File: src/rtl/sensor_conditioner.sv
// Roadside sensor front end: synchronises and debounces the IR vehicle sensors, confirms and
// holds a single priority-resolved siren channel, and publishes per-road occupancy counts.
module sensor_conditioner #(
    parameter int unsigned DEBOUNCE_CYCLES = 4,
    parameter int unsigned SND_CONFIRM     = 8,
    parameter int unsigned SND_HOLD        = 32
) (
    input  logic        clk,
    input  logic        reset,
    input  logic [11:0] raw_ir,
    input  logic [3:0]  raw_sound,
    output logic [11:0] IR_sensors,
    output logic [3:0]  sound_sensors,
    output logic [7:0]  density,
    output logic        emergency_active
);

    localparam int unsigned IR_W  = 12;
    localparam int unsigned SND_W = 4;
    localparam int unsigned CNT_W = 8;
    localparam int unsigned DEN_W = 8;

    localparam logic [CNT_W-1:0] DEB_LIM  = CNT_W'(DEBOUNCE_CYCLES);
    localparam logic [CNT_W-1:0] CONF_LIM = CNT_W'(SND_CONFIRM);
    localparam logic [CNT_W-1:0] HOLD_LIM = CNT_W'(SND_HOLD);

    typedef enum logic [1:0] {
        S_IDLE    = 2'd0,
        S_CONFIRM = 2'd1,
        S_ACTIVE  = 2'd2,
        S_HOLD    = 2'd3
    } snd_state_e;

    logic [IR_W-1:0]  ir_meta_q, s_ir_q;
    logic [SND_W-1:0] snd_meta_q, s_snd_q;

    logic [IR_W-1:0]  ir_q, ir_d;
    logic [CNT_W-1:0] db_cnt_q [IR_W];
    logic [CNT_W-1:0] db_cnt_d [IR_W];
    logic [DEN_W-1:0] density_q, density_d;

    snd_state_e       state_q, state_d;
    logic [1:0]       cand_q, cand_d;
    logic [CNT_W-1:0] snd_cnt_q, snd_cnt_d;
    logic [SND_W-1:0] snd_q, snd_d;
    logic             emerg_q, emerg_d;

    // Highest-priority pending siren: bit 3 (road A) wins.
    function automatic logic [1:0] top_bit(input logic [SND_W-1:0] v);
        top_bit = 2'd0;
        for (int i = 0; i < int'(SND_W); i++) begin
            if (v[i]) top_bit = 2'(i);
        end
    endfunction

    function automatic logic [SND_W-1:0] one_hot(input logic [1:0] c);
        one_hot = SND_W'(1) << c;
    endfunction

    function automatic logic [1:0] pop3(input logic [2:0] b);
        pop3 = {1'b0, b[0]} + {1'b0, b[1]} + {1'b0, b[2]};
    endfunction

    // Per-bit debounce: output follows the synced input only after a full stable run.
    always_comb begin
        ir_d = ir_q;
        for (int i = 0; i < int'(IR_W); i++) begin
            db_cnt_d[i] = '0;
            if (s_ir_q[i] != ir_q[i]) begin
                if (db_cnt_q[i] + CNT_W'(1) == DEB_LIM) begin
                    ir_d[i] = s_ir_q[i];
                end else begin
                    db_cnt_d[i] = db_cnt_q[i] + CNT_W'(1);
                end
            end
        end
        density_d = {pop3(ir_q[11:9]), pop3(ir_q[8:6]), pop3(ir_q[5:3]), pop3(ir_q[2:0])};
    end

    // Siren FSM: confirm, latch, hold after drop; only IDLE/CONFIRM may change channel.
    always_comb begin
        state_d   = state_q;
        cand_d    = cand_q;
        snd_cnt_d = snd_cnt_q;
        snd_d     = snd_q;
        emerg_d   = |snd_q;
        unique case (state_q)
            S_IDLE: begin
                snd_d = '0;
                if (s_snd_q != '0) begin
                    cand_d    = top_bit(s_snd_q);
                    snd_cnt_d = CNT_W'(1);
                    if (CONF_LIM == CNT_W'(1)) begin
                        state_d   = S_ACTIVE;
                        snd_cnt_d = '0;
                        snd_d     = one_hot(top_bit(s_snd_q));
                    end else begin
                        state_d = S_CONFIRM;
                    end
                end
            end
            S_CONFIRM: begin
                if (s_snd_q != '0 && top_bit(s_snd_q) > cand_q) begin
                    cand_d    = top_bit(s_snd_q);
                    snd_cnt_d = CNT_W'(1);
                end else if (s_snd_q[cand_q]) begin
                    if (snd_cnt_q + CNT_W'(1) == CONF_LIM) begin
                        state_d   = S_ACTIVE;
                        snd_cnt_d = '0;
                        snd_d     = one_hot(cand_q);
                    end else begin
                        snd_cnt_d = snd_cnt_q + CNT_W'(1);
                    end
                end else begin
                    state_d   = S_IDLE;
                    snd_cnt_d = '0;
                end
            end
            S_ACTIVE: begin
                snd_d = one_hot(cand_q);
                if (!s_snd_q[cand_q]) begin
                    if (HOLD_LIM == CNT_W'(1)) begin
                        state_d   = S_IDLE;
                        snd_cnt_d = '0;
                        snd_d     = '0;
                    end else begin
                        state_d   = S_HOLD;
                        snd_cnt_d = CNT_W'(1);
                    end
                end
            end
            S_HOLD: begin
                if (s_snd_q[cand_q]) begin
                    state_d   = S_ACTIVE;
                    snd_cnt_d = '0;
                end else if (snd_cnt_q + CNT_W'(1) == HOLD_LIM) begin
                    state_d   = S_IDLE;
                    snd_cnt_d = '0;
                    snd_d     = '0;
                end else begin
                    snd_cnt_d = snd_cnt_q + CNT_W'(1);
                end
            end
            default: begin
                state_d   = S_IDLE;
                snd_cnt_d = '0;
                snd_d     = '0;
            end
        endcase
    end

    always_ff @(posedge clk or negedge reset) begin
        if (!reset) begin
            ir_meta_q  <= '0;
            s_ir_q     <= '0;
            snd_meta_q <= '0;
            s_snd_q    <= '0;
            ir_q       <= '0;
            for (int i = 0; i < int'(IR_W); i++) db_cnt_q[i] <= '0;
            density_q  <= '0;
            state_q    <= S_IDLE;
            cand_q     <= '0;
            snd_cnt_q  <= '0;
            snd_q      <= '0;
            emerg_q    <= 1'b0;
        end else begin
            ir_meta_q  <= raw_ir;
            s_ir_q     <= ir_meta_q;
            snd_meta_q <= raw_sound;
            s_snd_q    <= snd_meta_q;
            ir_q       <= ir_d;
            for (int i = 0; i < int'(IR_W); i++) db_cnt_q[i] <= db_cnt_d[i];
            density_q  <= density_d;
            state_q    <= state_d;
            cand_q     <= cand_d;
            snd_cnt_q  <= snd_cnt_d;
            snd_q      <= snd_d;
            emerg_q    <= emerg_d;
        end
    end

    assign IR_sensors       = ir_q;
    assign sound_sensors    = snd_q;
    assign density          = density_q;
    assign emergency_active = emerg_q;

endmodule

File: config.mk
export PLATFORM = sky130hd
export DESIGN_NAME = sensor_conditioner
export DESIGN_NICKNAME = d
export VERILOG_FILES = /design/src/rtl/sensor_conditioner.sv
export SDC_FILE = /design/constraint.sdc
export NUM_CORES = 1
export LEC_CHECK = 0
export CORE_ASPECT_RATIO = 1.25
export CORE_UTILIZATION = 36
export CTS_CLUSTER_DIAMETER = 120
export DETAILED_ROUTE_END_ITERATION = 8
export DONT_BUFFER_PORTS = 1
export PLACE_DENSITY = 0.6
export SLEW_MARGIN = 10
export SYNTH_ARGS = -nofsm -noshare
export SYNTH_HDL_FRONTEND = slang
export SYNTH_SLANG_ARGS = --single-unit
File: constraint.sdc
create_clock -name clk -period 5.6 [get_ports clk]
set_input_delay 1.12 -clock clk [delete_from_list [all_inputs] [get_ports clk]]
set_output_delay 1.12 -clock clk [all_outputs]
set_load 0.1 [all_outputs]
==> reports/metrics.cfg, run 1 <==
[status]
status=finished, final reports clean

[cells_and_area]
fin_nets=733
area_growth_pct=12.8
drive_above_1_share_pct=9.60
regArea_um2=4130
fillers=1919
multi_input_area_um2=3360
stdcell_count=968
n_antenna_cell=0

[critical_path]
end_kind=primary output
rr_worst_depth=7
cp_max_fo=4
required_ps=4480
rrSetupSlack_ps=3070
crit_type=reg -> out
crit_cells=0
critPathArrivalTime_ps=1490
timing.rr.end=sound_sensors[0]
reg2reg_from=s_snd_q[2]
cp-start-kind=register

[global_routing]
gr-total-overflow=0
grt_pass1_wl_um=22900
antenna_found_initial=1
grt_use_total_pct=13.1
grt_pass1_vias=5027
grt_max_degree=166

[pwr]
power.total_w=0.00441
power_density_nw_per_um2=517
p_int_w=0.00261
power.share.sequential_pct=50.7
leakagePower_nw=3.80
irDropWorstVdd_uv=368
power_frac_comb_pct=19.8
clkPwrFrac_pct=29.6
p_sw_share_pct=40.9
switching_power_w=0.00180

[timing]
relSlewSlack_pct=27.8
setup_viol=0
rsz0062_at_grt=false
hold_viol_final=0
max_slew.worst_pin.slew_ps=1080
fmax_mhz=383
setup_slack_ps=2990
holdWs_ps=347
fin_skew_ps=10.9
period_share_pct=46.6
setup_tns_ps=0
fin_crit_ps=2610
slew_viol_final=0

[min_path]
min_from=ir_meta_q[1]
hold_path.class=reg -> reg
min_to=s_ir_q[1]
min_path_cells=0

[placement]
io_buffer_count=0
gp_congestion=0.827
hpwl_um=8620
pre_cts_ws_ps=3100
placed_cells=936

[logic_synthesis]
synth.top_cells.by_area=dfrtp_1 55%, xor2_1 6.5%, nor2_1 4.5%, ha_1 4.3%, nand3_1 3.7%
synth_edf_count=0
synth_top_area_cell=dfrtp_1
synth_fp_nets=718
yosysTopAreaCellShare_pct=54.6
synth_compound_area_share_pct=7.22
ys.warnings.count=0
muxShareOfSynthArea_pct=3.68
synthXorXnorAreaFrac_pct=9.62
synth_ff_type=dfrtp_1
synth_area_um2=7560
synth_cell_types=53
synth-simple-area-share_pct=18.6
synth_seq_cells=165
synthCells=670
async_reset_ff_share_pct=100
ys_seq_area_share_pct=54.6
synth_top_family_by_area=simple AND/OR/NAND/NOR gates
synth_area_per_cell_um2=11.3
synth_fa_ha_area_share_pct=5.37

[floorplan]
io_pins=43
initial_utilization_pct=37.2
dieArea_um2=21600
fp.dieW_um=132
rows=58
core_um2=20300
die_h_um=164

[clocking]
cts_max_level=4
insertion_delay_ps=430
clk_pin_slew_ps=60
clockBufferDepth=2
post-cts-setup-buffers=0
cts_root_buffer=clkbuf_16
tritoncts=built
post_cts_resized=0
postCtsHoldBufs=0
cts_sinks=165
cts_buffers=17

[drt]
vias=4918
avgRoutedWirePerCell_um=13.4
via_per_inst=5.08
detail-route-antenna-nets=0
first_pass_iters=4
drc_errors=0
drt-total-wl_um=12900
drt_first_iter_violations=220

[run]
cap_violations=0

area by class of cell:
cell class	instances	share of cell area, %
multi-input combinational	491	39.4
tap	270	3.96
sequential	165	48.4
clock inverter	13	2.58
clock buffer	19	5.20
inverter	10	0.440
flip-flops by register name (all words and copies together), names as in the netlist, named ones only:
name	cells
s_snd_q	4
emergency_active	1
state_q	1
cand_q	2
snd_meta_q	4
IR_sensors	12
ir_meta_q	12
snd_cnt_q	8
db_cnt_q	96
density	8
sound_sensors	4
s_ir_q	12
cell usage after synthesis, types with 3 or more instances:
master	instances
and4_1	4
o22ai_1	5
o211a_1	4
a31o_2	5
o21ba_2	3
nor4b_1	6
a41o_1	4
xor2_1	56
o21ai_0	10
mux2i_1	3
nand2_1	34
o211ai_1	3
inv_1	9
fa_1	4
nor4_1	6
nand4_1	9
and3_1	19
nand2b_1	14
a311oi_1	3
nor2b_1	20
and2_1	4
nor3_1	9
xnor2_1	27
nor2_1	90
a211oi_1	3
a21oi_1	17
dfrtp_1	165
mux2_2	20
nand3_1	56
ha_1	26
a31oi_1	4
metal layers:
layer / vias to the layer above / track usage, % / part of all wire (%)
met2: 84 / 22.2 / 50
met3: 20 / 3.49 / 4.1
met4: 2 / 6.55 / 1.7
li1: 2376 / - / -
met1: 2436 / 15.4 / 44
met5: - / 0 / 0.10
cell families after synthesis:
kind of cell | after synthesis
simple gates | 280
buf+inv | 14
mux | 24
xor+xnor | 83
fa+ha+maj | 30
compound gates | 74
flops | 165
power groups by stage:
stage | Combinational, W | Clock (W) | Sequential [W]
floorplan | 0.000715 | 0 | 0.00220
CTS | 0.000883 | 0.00135 | 0.00224
global route | 0.00101 | 0.00139 | 0.00228
finish | 0.000871 | 0.00130 | 0.00223
global placement | 0.000836 | 0 | 0.00225
detailed placement | 0.000875 | 0 | 0.00226
worst max-delay path by stage:
stage             startpoint  slack [ps]          endpoint
6_report       IR_sensors[4]        2990     IR_sensors[4]
5_1_grt           s_snd_q[2]        2920  sound_sensors[2]
4_1_cts        IR_sensors[4]        2950     IR_sensors[4]
3_5_place_dp      s_snd_q[2]        3100  sound_sensors[0]
3_3_place_gp      s_snd_q[2]        3150  sound_sensors[0]
2_1_floorplan     s_snd_q[2]        3330  sound_sensors[0]
metrics by stage:
step	utilization, %	instance area (um2)
finish	42.0	8530
global route	42.0	8530
CTS	42.0	8530
detailed placement	38.7	7860
global placement	38.7	7860
floorplan	-	7560
placed cells by master, fill, tap and decap left out, types with 3 or more instances in the layout:
cell type / Yosys / final
nor2_1: 90 / 90
nor4_1: 6 / 6
mux2_2: 20 / 20
nand3_1: 56 / 56
ha_1: 26 / 26
mux2i_1: 3 / 3
clkbuf_16: 0 / 17
a41o_1: 4 / 4
clkinvlp_4: 0 / 4
a211oi_1: 3 / 3
o21ai_0: 10 / 10
nand4_1: 9 / 9
nor3_1: 9 / 9
a31o_2: 5 / 5
nor4b_1: 6 / 6
and4_1: 4 / 4
a31oi_1: 4 / 4
and3_1: 19 / 19
xor2_1: 56 / 56
o211ai_1: 3 / 3
o211a_1: 4 / 4
xnor2_1: 27 / 27
inv_1: 9 / 9
nand2b_1: 14 / 14
bufinv_16: 0 / 5
a21oi_1: 17 / 17
a311oi_1: 3 / 3
nand2_1: 34 / 34
o21ba_2: 3 / 3
and2_1: 4 / 4
dfrtp_1: 165 / 165
fa_1: 4 / 4
o22ai_1: 5 / 5
nor2b_1: 20 / 20
Power figures use the tool's default switching activity.
==> run 2, diff against run 1 <==
Settings changed: PLACE_DENSITY 0.6 to 0.62.
Clock period 5.6 ns to 2.25 ns, I/O delays scaled along.
==> run 2 against run 1 <==
Against the previous run: the flow now finishes with violations (hold timing); sequential cell count did not move; clock-buffer cell count unchanged; core utilization grew 0.92 points; first-iteration DRC count shrank 14%; wire length shrank 1.6%; clock skew barely moved; clock power rose by 110%; via count fell by 0.53%; sequential share of layout area decreased by 1.0 points.
==> reports/metrics.cfg, run 2 (synthesis results as in run 1) <==
[global_routing]
grt_max_degree=166  ; unchanged
grt_pass1_vias=4902  ; -2.5%
grt_use_total_pct=12.8  ; -0.28 points
grt_pass1_wl_um=22300  ; -2.4%
antenna_found_initial=0  ; -1
gr-total-overflow=0  ; unchanged

[floorplan]
core_um2=20300  ; unchanged
die_h_um=164  ; unchanged
rows=58  ; unchanged
io_pins=43  ; unchanged
fp.dieW_um=132  ; unchanged
dieArea_um2=21600  ; unchanged
initial_utilization_pct=37.2  ; unchanged

[drt]
via_per_inst=4.87  ; -4.1%
avgRoutedWirePerCell_um=12.7  ; -5.2%
vias=4892  ; -0.53%
drc_errors=0  ; unchanged
drt-total-wl_um=12700  ; -1.6%
detail-route-antenna-nets=0  ; unchanged
first_pass_iters=4  ; unchanged
drt_first_iter_violations=190  ; -14%

[critical_path]
reg2reg_from=s_snd_q[3]
crit_start=s_snd_q[3]
end_kind=register
cp-endpoint=state_q[0]
crit_type=reg -> reg
rrSetupSlack_ps=110  ; -2960 ps
critPathArrivalTime_ps=2470  ; +980 ps
cp_max_fo=5  ; +1
required_ps=2580  ; -1900 ps
cp-start-kind=register
rr_worst_depth=8  ; +1
timing.rr.end=state_q[0]

[clocking]
clk_pin_slew_ps=70  ; about the same
insertion_delay_ps=420  ; about the same
tritoncts=built
cts_buffers=17  ; unchanged
clockBufferDepth=2  ; unchanged
cts_max_level=4  ; unchanged
cts_sinks=165  ; unchanged
cts_root_buffer=clkbuf_16

[cells_and_area]
multi_input_area_um2=3400  ; +1.2%
largest_reg_flops=96  ; unchanged
area_growth_pct=15.3
fin_nets=769  ; +4.9%
drive_above_1_share_pct=14.4  ; +4.8 points
regArea_um2=4130  ; unchanged
final_cell_mix=165 x dfrtp_1, 90 x nor2_1, 56 x nand3_1, 56 x xor2_1, 36 x buf_4
mostFrequentLayoutCell=dfrtp_1
n_antenna_cell=0  ; unchanged
fillers=1947  ; +1.5%
regMostFlops=db_cnt_q
final_util_pct=42.9  ; +0.92 points

[run]
cap_violations=0  ; unchanged

[pwr]
power_density_nw_per_um2=1240  ; +140%
irDropWorstVdd_uv=993  ; +170%
leakagePower_nw=3.93  ; +3.5%

[placement]
pre_cts_ws_ps=78.0  ; -3020 ps
gp_congestion=0.801  ; -3.1%
io_buffer_count=0  ; unchanged
hpwl_um=8360  ; -3.0%

[timing]
period_share_pct=95.0
rsz0062_at_grt=true
fin_crit_ps=2140
holdWs_ps=-271  ; -618 ps
slew_viol_final=0  ; unchanged
relSlewSlack_pct=38.9  ; +11 points
max_slew.worst_pin.slew_ps=916  ; -167 ps
hold_viol_final=165  ; +165
setup_viol=0  ; unchanged
setup_slack_ps=112  ; -2880 ps
fmax_mhz=468
fin_skew_ps=11.0  ; +0.168 ps

[min_path]
hold_path.class=in -> async

[status]
violations=hold timing
status=complete, but fails checks

==> run 2: cell types whose count changed in the layout (fill, tap and decap cells not counted), moves of 4 or more <==
cell / before / now
mux2_4: 0 / 4
bufinv_16: 5 / 0
buf_4: 0 / 36
mux2_2: 20 / 16
==> run 2: worst max-delay path, cell delays in order (launching register included) <==
cell,delay [ps]
dfrtp_1,410
or2_4,260
ha_4,210
nor2b_2,150
o211ai_1,210
buf_4,190
inv_2,50
a2111oi_4,350
mux2i_1,220
==> run 2: cell type report <==
type | instances | share of cell area (%)
Clock inverter | 13 | 1.13
Multi-Input combinational cell | 491 | 39.0
Tap cell | 270 | 3.88
Inverter | 10 | 0.431
Sequential cell | 165 | 47.4
Timing Repair Buffer | 36 | 3.10
Clock buffer | 19 | 5.08
==> run 2: how the worst min path moves through the flow <==
stage | startpoint | end | slack, ps | depth (start not counted)
after floorplan | reset | IR_sensors[0] | 150 | 0
final | reset | db_cnt_q[47] | -270 | 0
after detailed placement | reset | ir_meta_q[0] | 160 | 0
after CTS | reset | density[1] | -300 | 0
after global placement | reset | ir_meta_q[0] | 160 | 0
after global routing | reset | density[1] | -310 | 0
==> run 2: timing repair <==
action                     in CTS  in global routing
hold endpoints to repair      165                165
setup endpoints to repair       0                  5
setup buffers                   0                  1
gates resized for setup         0                  1
==> run 2: metal layers <==
layer  routed length [um]  vias up  GRT usage, %
met5                    0        -             0
met3                  338       12          3.36
li1                     -     2448             -
met2                 6540       56          22.5
met4                  174        0          4.60
met1                 5680     2376          15.1
==> run 2: report_power, final <==
group	total (W)	internal (W)	switching (W)
combinational	0.00404	0.00135	0.00269
sequential	0.00414	0.00350	0.000631
clock	0.00267	0.00145	0.00122
total	0.0108	0.00631	0.00454
==> run 2: metrics by stage <==
stage	hold WS [ps]	total power, W	cells	TNS (ps)	cell area (um2)
floorplan	154	0.00730	670	0	7590
global placement	163	0.00818	971	0	8160
detailed placement	163	0.00825	971	0	8160
CTS	-301	0.0110	1003	0	8700
global route	-312	0.0115	1004	-168	8710
finish	-271	0.0108	1004	0	8710
==> run 3, diff against run 2 <==
Settings changed: CORE_UTILIZATION 36 to 45, PLACE_DENSITY 0.62 to 0.72.
==> run 3 against run 2 <==
Against the previous run: fmax shrank 2.5%; design area fell by 0.52%; the flow still finishes with violations (hold timing); sequential power hardly changed; first-iteration DRC count grew 39%; worst setup slack got worse by 55 ps; clock skew rose by 3.1 ps; sequential share of layout area rose by 0.25 points; total power is 2.4% higher; clock-buffer cell count decreased by 2; via count grew 3.8%; largest cell class unchanged; core utilization is 10 points higher; highest routed layer unchanged.
==> reports/metrics.cfg, run 3 (synthesis results as in run 1) <==
[floorplan]
core_um2=16300  ; -20%
dieArea_um2=17300  ; -20%
die_h_um=147  ; -10%
initial_utilization_pct=46.3  ; +9.1 points
io_pins=43  ; unchanged
fp.dieW_um=118  ; -10%
rows=52  ; -10%

[status]
status=complete, but fails checks
violations=hold timing

[drt]
via_per_inst=5.38  ; +10%
first_pass_iters=4  ; unchanged
drc_errors=0  ; unchanged
detail-route-antenna-nets=0  ; unchanged
avgRoutedWirePerCell_um=14.0  ; +11%
drt-total-wl_um=13200  ; +4.0%
drt_first_iter_violations=264  ; +39%
vias=5080  ; +3.8%

[placement]
gp_congestion=0.822  ; +2.6%
hpwl_um=8920  ; +6.6%
place_area_um2=8050  ; -1.4%
io_buffer_count=0  ; unchanged
placed_cells=911  ; -6.2%

[critical_path]
cpPeakStageDelay_ps=430  ; +20 ps
crit_type=reg -> reg
end_kind=register
timing.rr.end=sound_sensors[3]
critPathArrivalTime_ps=2500  ; +30 ps
crit_path_top_delay_cell=dfrtp_1
required_ps=2560  ; -20 ps
cp-start-kind=register
worstPathCellList=or2_4 > ha_4 > nor2b_2 > o211ai_1 > nand4_1 > o21ai_4 > mux2_4
reg2reg_from=s_snd_q[2]
crit_buf_inv=0  ; -2
crit_family=simple AND/OR/NAND/NOR gates
rrSetupSlack_ps=60  ; -60 ps
cp_max_fo=5  ; unchanged
rr_worst_depth=7  ; -1

[global_routing]
grt_pass1_wl_um=23200  ; +4.0%
grt_pass1_vias=5182  ; +5.7%
grt_use_total_pct=16.6  ; +3.8 points
grt_max_degree=166  ; unchanged
gr-total-overflow=0  ; unchanged
antenna_found_initial=0  ; unchanged

[clocking]
tritoncts=built
cts_buffers=17  ; unchanged
cts_root_buffer=clkbuf_16
insertion_delay_ps=440  ; +20 ps
clockBufferDepth=2  ; unchanged
cts_sinks=165  ; unchanged
clk_pin_slew_ps=70  ; about the same
cts_max_level=4  ; unchanged

[timing]
period_share_pct=97.5  ; +2.4 points
max_slew.worst_pin.slew_ps=929  ; +13.4 ps
relSlewSlack_pct=38.0  ; -0.90 points
hold_viol_final=165  ; unchanged
holdWs_ps=-292  ; -20.9 ps
fin_skew_ps=14.2  ; +3.14 ps
fin_crit_ps=2190  ; +55.0 ps
slew_viol_final=0  ; unchanged
setup_viol=0  ; unchanged
fmax_mhz=456  ; -2.5%

[pwr]
leakagePower_nw=3.95  ; +0.36%
power_density_nw_per_um2=1280  ; +2.9%
irDropWorstVdd_uv=1090  ; +10%

[cells_and_area]
fin_nets=763  ; -0.78%
largest_reg_flops=96  ; unchanged
regMostFlops=db_cnt_q
n_antenna_cell=0  ; unchanged
final_cell_mix=165 x dfrtp_1, 90 x nor2_1, 56 x nand3_1, 56 x xor2_1, 34 x nand2_1
area_growth_pct=14.7
mostFrequentLayoutCell=dfrtp_1
stdcell_count=944  ; -6.0%
drive_above_1_share_pct=14.1  ; -0.29 points
final_util_pct=53.1  ; +10 points
final_area_um2=8670  ; -0.52%

[min_path]
hold_path.class=in -> async

[run]
cap_violations=0  ; unchanged

-- run 3: power by group --
group	internal [W]	switching [W]
clock network	0.00166	0.00126
logic	0.00131	0.00272
registers	0.00350	0.000644
-- run 3: routing by layer --
layer	GRT usage (%)	share of wire, %	vias to the layer above
met1	19.1	43	2549
met3	4.15	2.7	24
li1	-	-	2429
met5	0	0	-
met4	8.27	2.3	0
met2	28.8	52	78
-- run 3: final cells by class --
type | instances | area, um2
clock inverters | 15 | 169
fillers | 1408 | 7660
well taps | 216 | 270
repair buffers | 30 | 225
flip-flops and latches | 165 | 4130
clock buffers | 17 | 425
multi-input cells | 491 | 3410
inverters | 10 | 37.5
-- run 3: worst reg2reg max path: stages, from the launching register on --
cell	delay (ps)
dfrtp_1	430
or2_4	280
ha_4	210
nor2b_2	150
o211ai_1	220
nand4_1	190
o21ai_4	270
mux2_4	330
-- run 3: how the worst max path moves through the flow --
stage | from | cells past startpoint | end | slack [ps]
floorplan | s_snd_q[2] | 7 | sound_sensors[0] | 10
global placement | s_snd_q[2] | 8 | state_q[0] | 110
detailed placement | s_snd_q[2] | 8 | state_q[0] | 40
CTS | s_snd_q[2] | 8 | state_q[0] | 30
global route | s_snd_q[2] | 8 | state_q[0] | -0.6
finish | s_snd_q[2] | 7 | sound_sensors[3] | 60
-- run 3: per-stage QoR --
| stage | hold slack [ps] | total power, W | worst slack (ps) | setup TNS (ps) |
|---|---|---|---|---|
| CTS | -308 | 0.0112 | 33.0 | 0 |
| finish | -292 | 0.0111 | 57.3 | 0 |
| global route | -316 | 0.0117 | -0.580 | -0.580 |
| floorplan | 154 | 0.00730 | 10.5 | 0 |
| global placement | 160 | 0.00802 | 114 | 0 |
| detailed placement | 161 | 0.00820 | 38.1 | 0 |
-- run 3: repair_timing --
action                                 4_1_cts  5_1_grt
resized for setup                            0        4
setup buffers                                0        1
setup endpoints to repair                    0       10
endpoints found under the hold margin      165      165
